### config.mk
export PLATFORM = sky130hd
export DESIGN_NAME = vram_arbiter
export DESIGN_NICKNAME = d
export VERILOG_FILES = /design/src/rtl/vram_arbiter.sv
export SDC_FILE = /design/constraint.sdc
export NUM_CORES = 1
export LEC_CHECK = 0
export BUFFER_PORTS_ARGS = -buffer_cell sky130_fd_sc_hd__buf_2
export CAP_MARGIN = 20
export CORE_ASPECT_RATIO = 2
export CORE_MARGIN = 2
export CORE_UTILIZATION = 53
export CTS_CLUSTER_DIAMETER = 50
export DETAILED_ROUTE_END_ITERATION = 12
export GPL_TIMING_DRIVEN = 0
export PLACE_DENSITY = 0.86
export RECOVER_POWER = 25
export SYNTH_ARGS = -nofsm -noshare
export SYNTH_HDL_FRONTEND = slang
export SYNTH_SLANG_ARGS = --single-unit
### constraint.sdc
create_clock -name clock -period 8.2 [get_ports clock]
set_clock_uncertainty 0.05 [all_clocks]
set_input_delay 2.05 -clock clock [delete_from_list [all_inputs] [get_ports clock]]
set_output_delay 2.05 -clock clock [all_outputs]
set_load 0.01 [all_outputs]
### src/rtl/vram_arbiter.sv
`default_nettype none
// ============================================================================
// Module   : vram_arbiter
// Brief    : Time-slot arbiter sharing one single-port, 1-cycle-latency video
//            RAM between display scan-out fetches and a CPU req/ack port.
//            Also emits a registered frame_start pulse at vertical blanking.
// Revision : 1.0  initial release
// ============================================================================
module vram_arbiter #(
   parameter int HORIZ_PIXELS = 640,
   parameter int VERT_PIXELS  = 480,
   parameter int VCNT_MAX     = 524,
   parameter int PREFETCH_COL = 784,
   parameter int WORD_BITS    = 16,
   parameter int ADDR_W       = 15
) (
   input  logic                 clock,
   input  logic                 rst,
   input  logic [11:0]          pixel_row,
   input  logic [11:0]          pixel_column,
   input  logic                 cpu_req,
   input  logic                 cpu_we,
   input  logic [ADDR_W-1:0]    cpu_addr,
   input  logic [WORD_BITS-1:0] cpu_wdata,
   output logic                 cpu_ack,
   output logic [WORD_BITS-1:0] cpu_rdata,
   output logic                 mem_en,
   output logic                 mem_we,
   output logic [ADDR_W-1:0]    mem_addr,
   output logic [WORD_BITS-1:0] mem_wdata,
   input  logic [WORD_BITS-1:0] mem_rdata,
   output logic [WORD_BITS-1:0] vid_data,
   output logic                 vid_valid,
   output logic                 frame_start
);

   localparam int          WORD_SHIFT        = $clog2(WORD_BITS);
   localparam logic [31:0] C_WORDS_PER_ROW   = 32'(HORIZ_PIXELS / WORD_BITS);
   localparam logic [11:0] C_WORD_MASK       = 12'(WORD_BITS - 1);
   localparam logic [11:0] C_LAST_SLOT_LIMIT = 12'(HORIZ_PIXELS - WORD_BITS);
   localparam logic [11:0] C_PREFETCH_COL    = 12'(PREFETCH_COL);
   localparam logic [11:0] C_VCNT_MAX        = 12'(VCNT_MAX);
   localparam logic [11:0] C_VERT_PIXELS     = 12'(VERT_PIXELS);

   typedef enum logic [1:0] {
      CPU_IDLE = 2'd0,
      CPU_BUSY = 2'd1,
      CPU_ACK  = 2'd2
   } cpu_state_t;

   // Slot decode and address generation
   logic                 slot;
   logic                 vid_fetch;
   logic [11:0]          target_row;
   logic [11:0]          word_idx;
   logic [ADDR_W-1:0]    row_ext;
   logic [ADDR_W-1:0]    vid_addr;
   logic                 cpu_grant;

   // Register state (_q) and next values (_d)
   cpu_state_t           state_q,       state_d;
   logic                 mem_en_q,      mem_en_d;
   logic                 mem_we_q,      mem_we_d;
   logic [ADDR_W-1:0]    mem_addr_q,    mem_addr_d;
   logic [WORD_BITS-1:0] mem_wdata_q,   mem_wdata_d;
   logic                 tag1_vid_q,    tag1_vid_d;
   logic                 tag1_cpu_q,    tag1_cpu_d;
   logic                 tag2_vid_q,    tag2_vid_d;
   logic                 tag2_cpu_q,    tag2_cpu_d;
   logic                 vid_valid_q,   vid_valid_d;
   logic [WORD_BITS-1:0] vid_data_q,    vid_data_d;
   logic                 cpu_ack_q,     cpu_ack_d;
   logic [WORD_BITS-1:0] cpu_rdata_q,   cpu_rdata_d;
   logic                 frame_start_q, frame_start_d;

   // Decide whether this column is a display slot and which row/word it targets
   always_comb begin
      slot       = 1'b0;
      target_row = 12'd0;
      word_idx   = 12'd0;
      if (((pixel_column & C_WORD_MASK) == 12'd0) && (pixel_column < C_LAST_SLOT_LIMIT)) begin
         // In-line fetch: one word ahead of the word currently being shifted out
         slot       = 1'b1;
         target_row = pixel_row;
         word_idx   = (pixel_column >> WORD_SHIFT) + 12'd1;
      end else if (pixel_column == C_PREFETCH_COL) begin
         // Horizontal blanking: word 0 of the next row, wrapping at the last row
         slot       = 1'b1;
         target_row = (pixel_row == C_VCNT_MAX) ? 12'd0 : pixel_row + 12'd1;
         word_idx   = 12'd0;
      end
      // Rows in vertical blanking have nothing to display, so the slot stays free
      vid_fetch = slot && (target_row < C_VERT_PIXELS);
   end

   // Word address = target_row * words_per_row + word, built as a shift-add chain
   always_comb begin
      row_ext  = ADDR_W'(target_row);
      vid_addr = '0;
      for (int i = 0; i < ADDR_W; i++) begin
         if (C_WORDS_PER_ROW[i]) begin
            vid_addr = vid_addr + (row_ext << i);
         end
      end
      vid_addr = vid_addr + ADDR_W'(word_idx);
   end

   // Next-state logic for the grant, the tagged read pipeline, CPU FSM and frame pulse
   always_comb begin
      cpu_grant   = cpu_req && (state_q == CPU_IDLE) && !vid_fetch;

      mem_en_d    = vid_fetch || cpu_grant;
      mem_we_d    = cpu_grant && cpu_we;
      mem_addr_d  = '0;
      mem_wdata_d = '0;
      if (vid_fetch) begin
         mem_addr_d = vid_addr;
      end else if (cpu_grant) begin
         mem_addr_d = cpu_addr;
         if (cpu_we) begin
            mem_wdata_d = cpu_wdata;
         end
      end

      // Owner tags travel alongside the access so returning data is steered correctly
      tag1_vid_d  = vid_fetch;
      tag1_cpu_d  = cpu_grant;
      tag2_vid_d  = tag1_vid_q;
      tag2_cpu_d  = tag1_cpu_q;

      vid_valid_d = tag2_vid_q;
      vid_data_d  = tag2_vid_q ? mem_rdata : vid_data_q;
      cpu_ack_d   = tag2_cpu_q;
      cpu_rdata_d = tag2_cpu_q ? mem_rdata : cpu_rdata_q;

      frame_start_d = (pixel_row == C_VERT_PIXELS) && (pixel_column == 12'd0);

      state_d = state_q;
      case (state_q)
         CPU_IDLE: if (cpu_grant)  state_d = CPU_BUSY;
         CPU_BUSY: if (tag2_cpu_q) state_d = CPU_ACK;
         CPU_ACK:                  state_d = CPU_IDLE;
         default:                  state_d = CPU_IDLE;
      endcase
   end

   // All state registers; reset abandons any in-flight access without an ack
   always_ff @(posedge clock) begin
      if (rst) begin
         state_q       <= CPU_IDLE;
         mem_en_q      <= 1'b0;
         mem_we_q      <= 1'b0;
         mem_addr_q    <= '0;
         mem_wdata_q   <= '0;
         tag1_vid_q    <= 1'b0;
         tag1_cpu_q    <= 1'b0;
         tag2_vid_q    <= 1'b0;
         tag2_cpu_q    <= 1'b0;
         vid_valid_q   <= 1'b0;
         vid_data_q    <= '0;
         cpu_ack_q     <= 1'b0;
         cpu_rdata_q   <= '0;
         frame_start_q <= 1'b0;
      end else begin
         state_q       <= state_d;
         mem_en_q      <= mem_en_d;
         mem_we_q      <= mem_we_d;
         mem_addr_q    <= mem_addr_d;
         mem_wdata_q   <= mem_wdata_d;
         tag1_vid_q    <= tag1_vid_d;
         tag1_cpu_q    <= tag1_cpu_d;
         tag2_vid_q    <= tag2_vid_d;
         tag2_cpu_q    <= tag2_cpu_d;
         vid_valid_q   <= vid_valid_d;
         vid_data_q    <= vid_data_d;
         cpu_ack_q     <= cpu_ack_d;
         cpu_rdata_q   <= cpu_rdata_d;
         frame_start_q <= frame_start_d;
      end
   end

   assign cpu_ack     = cpu_ack_q;
   assign cpu_rdata   = cpu_rdata_q;
   assign mem_en      = mem_en_q;
   assign mem_we      = mem_we_q;
   assign mem_addr    = mem_addr_q;
   assign mem_wdata   = mem_wdata_q;
   assign vid_data    = vid_data_q;
   assign vid_valid   = vid_valid_q;
   assign frame_start = frame_start_q;

endmodule
`default_nettype wire

# --- Word level (Yosys, flattened, before mapping) ---
# Cells that the tools add are included.
op_classes:
  add_sub_neg: 4
  n_lt_le_gt_ge: 2
  eq_ne: 6
  muxes: 11
  n_bitwise: 2
  n_reduce_logical: 13
ops:
  columns: ["operator", "n"]
  rows:
  - ["12-bit 2-to-1 mux", 3]
  - ["15-bit 2-to-1 mux", 2]
  - ["12-bit by 10-bit == test with 1-bit output, second input constant", 2]
  - ["12-bit zero test", 2]
  - ["15-bit adder", 1]
  - ["15-bit by 9-bit adder with 15-bit output", 1]
  - ["12-bit by 1-bit adder with 12-bit output, second input constant", 1]
  - ["12-bit by 9-bit == test with 1-bit output, second input constant", 1]
  - ["12-bit by 10-bit less-than comparator with 1-bit output, second input constant", 1]
  - ["12-bit by 9-bit less-than comparator with 1-bit output, second input constant", 1]
  - ["8-bit by 1-bit adder with 9-bit output, second input constant", 1]
  - ["9-bit 2-to-1 mux", 1]
  - ["1-bit logical AND", 6]
  - ["2-bit 2-to-1 mux", 2]
  - ["2-bit != test, second input constant", 2]
  - ["2-bit one-hot mux with 2 select lines", 1]
  - ["4-bit OR reduction", 1]
  - ["2-bit by 1-bit == test with 1-bit output, second input constant", 1]
  - ["2-bit zero test", 1]
  - ["1-bit 2-to-1 mux", 2]
  - ["1-bit inverter", 2]
  - ["2-bit AND reduction", 1]
  - ["1-bit zero test", 1]
  - ["1-bit logical OR", 1]
word_totals:
  ff_bits: 74
  inputBits: 75
  output_inout_bits: 68
  wordCells: 52

# --- Depth between registers and ports, before layout ---
depth:
  word_depth: 10
  mapped_depth: 18
  ltp_nobuf: 18

# --- Worst setup path after synthesis ---
# Ideal clock, no wire load.
synth_timing:
  kind: "input to register"
  from: "input pixel_column[4]"
  to: "register mem_addr_q[13] (netlist: mem_addr[13])"
  setup_ns: 0.059
  arrival_time_ns: 5.777
  required_ns: 8.091
  slack_ns: 2.314
  path_stages: 17
  n_path_buf: 1
  path_cell_list: "ha_1 -> a211oi_2 -> o211a_1 -> clkbuf_1 -> o21ai_0 -> o31ai_1 -> inv_1 -> fa_1 -> inv_1 -> ha_1 -> a21o_1 -> a21oi_1 -> o21bai_1 -> a2111o_1 -> a2111o_1 -> o311ai_0 -> a22o_1"
synth_between:
  elab_chain_cells: 9
  word_cells_on_any_way: 17
  cone_classes: "3 x add/sub; 2 x order compare; 1 x eq/ne; 7 x mux; 4 x reduce/logical"
synth_rtl:
  columns: ["item", "line", "source"]
  rows:
  - ["start, declared", "20", "input logic [11:0] pixel_column,"]
  - ["branches (longest 8 deep; another with 15-bit adder)", null, null]
  - ["15-bit 2-to-1 mux (*)", "116", "if (vid_fetch) begin"]
  - ["end signal, assigned", "168", "mem_addr_q <= mem_addr_d;"]
  - ["end, declared", "64", "logic [ADDR_W-1:0] mem_addr_q, mem_addr_d;"]
# Every way passes the cells marked *.
# A chain may end at the register's enable or synchronous reset.

# --- Final worst setup path ---
# Ends and elaborated chain as after synthesis.

==> metrics <==
outcome=finished clean; area share of the largest cell type after synthesis=0.397; Critical Path Start=pixel_column[4]; Worst-path clk slew=roughly 0.06 ns; share of cells above drive strength 1=0.297; DR vias=between 3000 and 4000; # setup viols final=0; CP startpoint kind=input pin; largest net degree at the start of global routing=14; largest cells by area after synthesis=dfxtp_1 40%, mux2i_1 8.9%, ha_1 7.4%, nor2_1 5.0%, and2_1 2.8%; EDFF count, synth=0; placed cell count=about 620; unrepaired setup endpoints after global routing=no; FF+latch area=about 1500 um2; FILL cells=569; Pins Over Slew Limit=0; Max-Cap Viols=0; combinational share of power=0.097; first-pass GRT wire length=between 15 and 20 mm; Setup TNS=0 ns; Core Util, Final=0.703; Core ar.=about 6900 um2; Psw=around 190 uW; Slew HR=0.387; I/O Buffers=141; TritonRoute pass-1 iters=4; Hold Crit Class=reg -> reg; Initial Utilization=0.542; Seq cells post-synth=74; final hold slack=just under 0.4 ns; area grow syn2layout=29.7%; crit share post-route=0.756; DRT Wirelength=9.70 mm; Max Freq=roughly 0.16 GHz; Async S/R FF share, synth=0; worst vdd ir=between 0.0001 and 0.00015 V; clock share of power=0.460; R2R depth=5; initial drt markers=roughly 150; ant diodes=0; GRT Util Overall=0.253; DRC violation count after routing=0; synthesized area=around 3700 um2; Cell variety after synth=just under 70; Reg power frac=0.442; H-Tree Level Count=3; Antenna Violating Nets Remaining=0; DR WL/cell=around 15 um; initial antenna violation count=0; Crit Path Class=in -> reg; Syn. warnings=0; Skew-Pair Late Insertion Delay=around 0.32 ns; crit path to=mem_addr[13]$_SDFF_PP0_; Power Dens Cells=174 nW/um2; multi-input combinational cell area=approximately 2100 um2; cts bufs inserted=9; non-filler cells, final=around 630; Hold Vio Cnt, Final=0; Die H=approximately 120 um; CTS sink cnt=74; Tmin final=~6.2 ns; Mapped Avg Cell Area=9.74 um2; Setup Fix Bufs, Post-CTS=0; Worst EP arrival=between 6 and 7 ns; vias in the first global route=~3400; slew at the pin with the worst max-slew slack=between 0.9 and 1 ns; Req. time, crit path=roughly 8.4 ns; worst r2r src=state_q[1]$_SDFFE_PP0P_; most frequent cells after synthesis=74 x dfxtp_1, 50 x nor2_1, 33 x mux2i_1; Seq/Total Area, Yosys=0.397; Bufs on Longest Clock Path=2; Final Wtd Congestion=a little over 0.9; fin nets=639; Internal=649 uW; R2R Path End=mem_wdata[6]$_SDFF_PP0_; Net Sw Frac=0.228; Critical Path Fanout Max=10; Syn Inst Count=383; dominant synthesized flop cell=dfxtp_1; die area=slightly below 8000 um2; post-DP HPWL=7.95 mm; # rows=43; num ports=between 100 and 150; # hold bufs at CTS=0; CTS tree=built; CTS resizes=0; biggest area consumer among synthesized cells=dfxtp_1; Static Leakage=~0.0023 uW; clk root buf=clkbuf_16; reg2reg setup slack=6.19 ns; count leader, synth=dfxtp_1; Vias/cell=5.33; Worst Setup End Kind=flip-flop; Hold Path Origin=tag1_cpu_q$_SDFF_PP0_; DIE WIDTH=between 60 and 70 um; Remaining Overflow, GRT=0
-- critical path: stages --
cell and delay [ns]:
buf_2 0.13, ha_1 0.24, a211oi_2 0.41, o211a_1 0.22
clkbuf_1 0.37, o21ai_0 0.16, o31ai_1 0.18, inv_1 0.14
fa_1 0.55, inv_1 0.07, ha_1 0.29, a21o_1 0.17
a21oi_1 0.23, o21bai_1 0.12, a2111o_1 0.44, a2111o_1 0.36
o311ai_0 0.11, a22o_1 0.18
-- flip-flops by register name, indices dropped and copies added (netlist names), 2 cells and up --
signal and cells:
cpu_rdata 16, mem_wdata 16, vid_data 16, mem_addr 15
state_q 2
-- per-stage QoR --
step	power, uW	worst slack, ns	cell area, um2
5_1_grt	873	1.69	4840
3_5_place_dp	462	1.64	4560
2_1_floorplan	421	2.31	3740
4_1_cts	849	1.95	4860
3_3_place_gp	459	1.70	4560
6_report	841	2.00	4840
-- metal layers --
metal  up-vias  wire length, um  global-route usage
met5         -                0                   0
met4         0              376               0.133
met3        24              347              0.0312
met2       124             5580               0.507
met1      1558             3400               0.243
li1       1661                -                   -
-- cell type report --
class,instances,share of cell area
inverter,17,0.0132
tap,90,0.0233
timing repair buffer,141,0.141
multi-input combinational,280,0.440
buffer,14,0.0137
clock inverter,6,0.0134
sequential,74,0.306
clock buffer,10,0.0494
-- cells in the final DEF, fill, tap and decap left out, types with 7 or more instances in the layout --
master	n
a22o_1	9
buf_2	124
clkbuf_1	25
mux2i_1	33
o21ai_0	7
clkbuf_16	9
nand2_1	19
and2_1	17
dfxtp_1	74
inv_1	17
nor2_1	50
ha_1	22
a21oi_1	11
xnor2_1	11
-- power by group through the flow --
stage / registers [uW] / logic (uW) / clock network [uW]
2_1_floorplan: 384 / 36.8 / 0
3_3_place_gp: 379 / 80.3 / 0
3_5_place_dp: 380 / 82.3 / 0
4_1_cts: 372 / 82.8 / 394
5_1_grt: 373 / 90.0 / 411
6_report: 372 / 81.9 / 387
-- logic make-up after synthesis --
family / after synthesis / synth area share
AO/OA/AOI/OAI: 69 / 0.149
XOR/XNOR: 16 / 0.0375
adder cells (fa/ha/maj): 27 / 0.101
buffers and inverters: 31 / 0.0349
flip-flops: 74 / 0.397
multiplexers: 33 / 0.0885
other: 1 / 0.00100
AND/OR/NAND/NOR: 132 / 0.192
-- worst min path at each step --
stage | end | slack, ns | cells after the start
final | cpu_ack_d$_SDFF_PP0_ | 0.38 | 1
after floorplan | cpu_ack_d$_SDFF_PP0_ | 0.36 | 1
after CTS | cpu_ack_d$_SDFF_PP0_ | 0.39 | 1
after detailed placement | cpu_ack_d$_SDFF_PP0_ | 0.38 | 1
after global placement | cpu_ack_d$_SDFF_PP0_ | 0.37 | 1
after global routing | cpu_ack_d$_SDFF_PP0_ | 0.42 | 1
No activity file was read; power rests on OpenSTA's default activity.
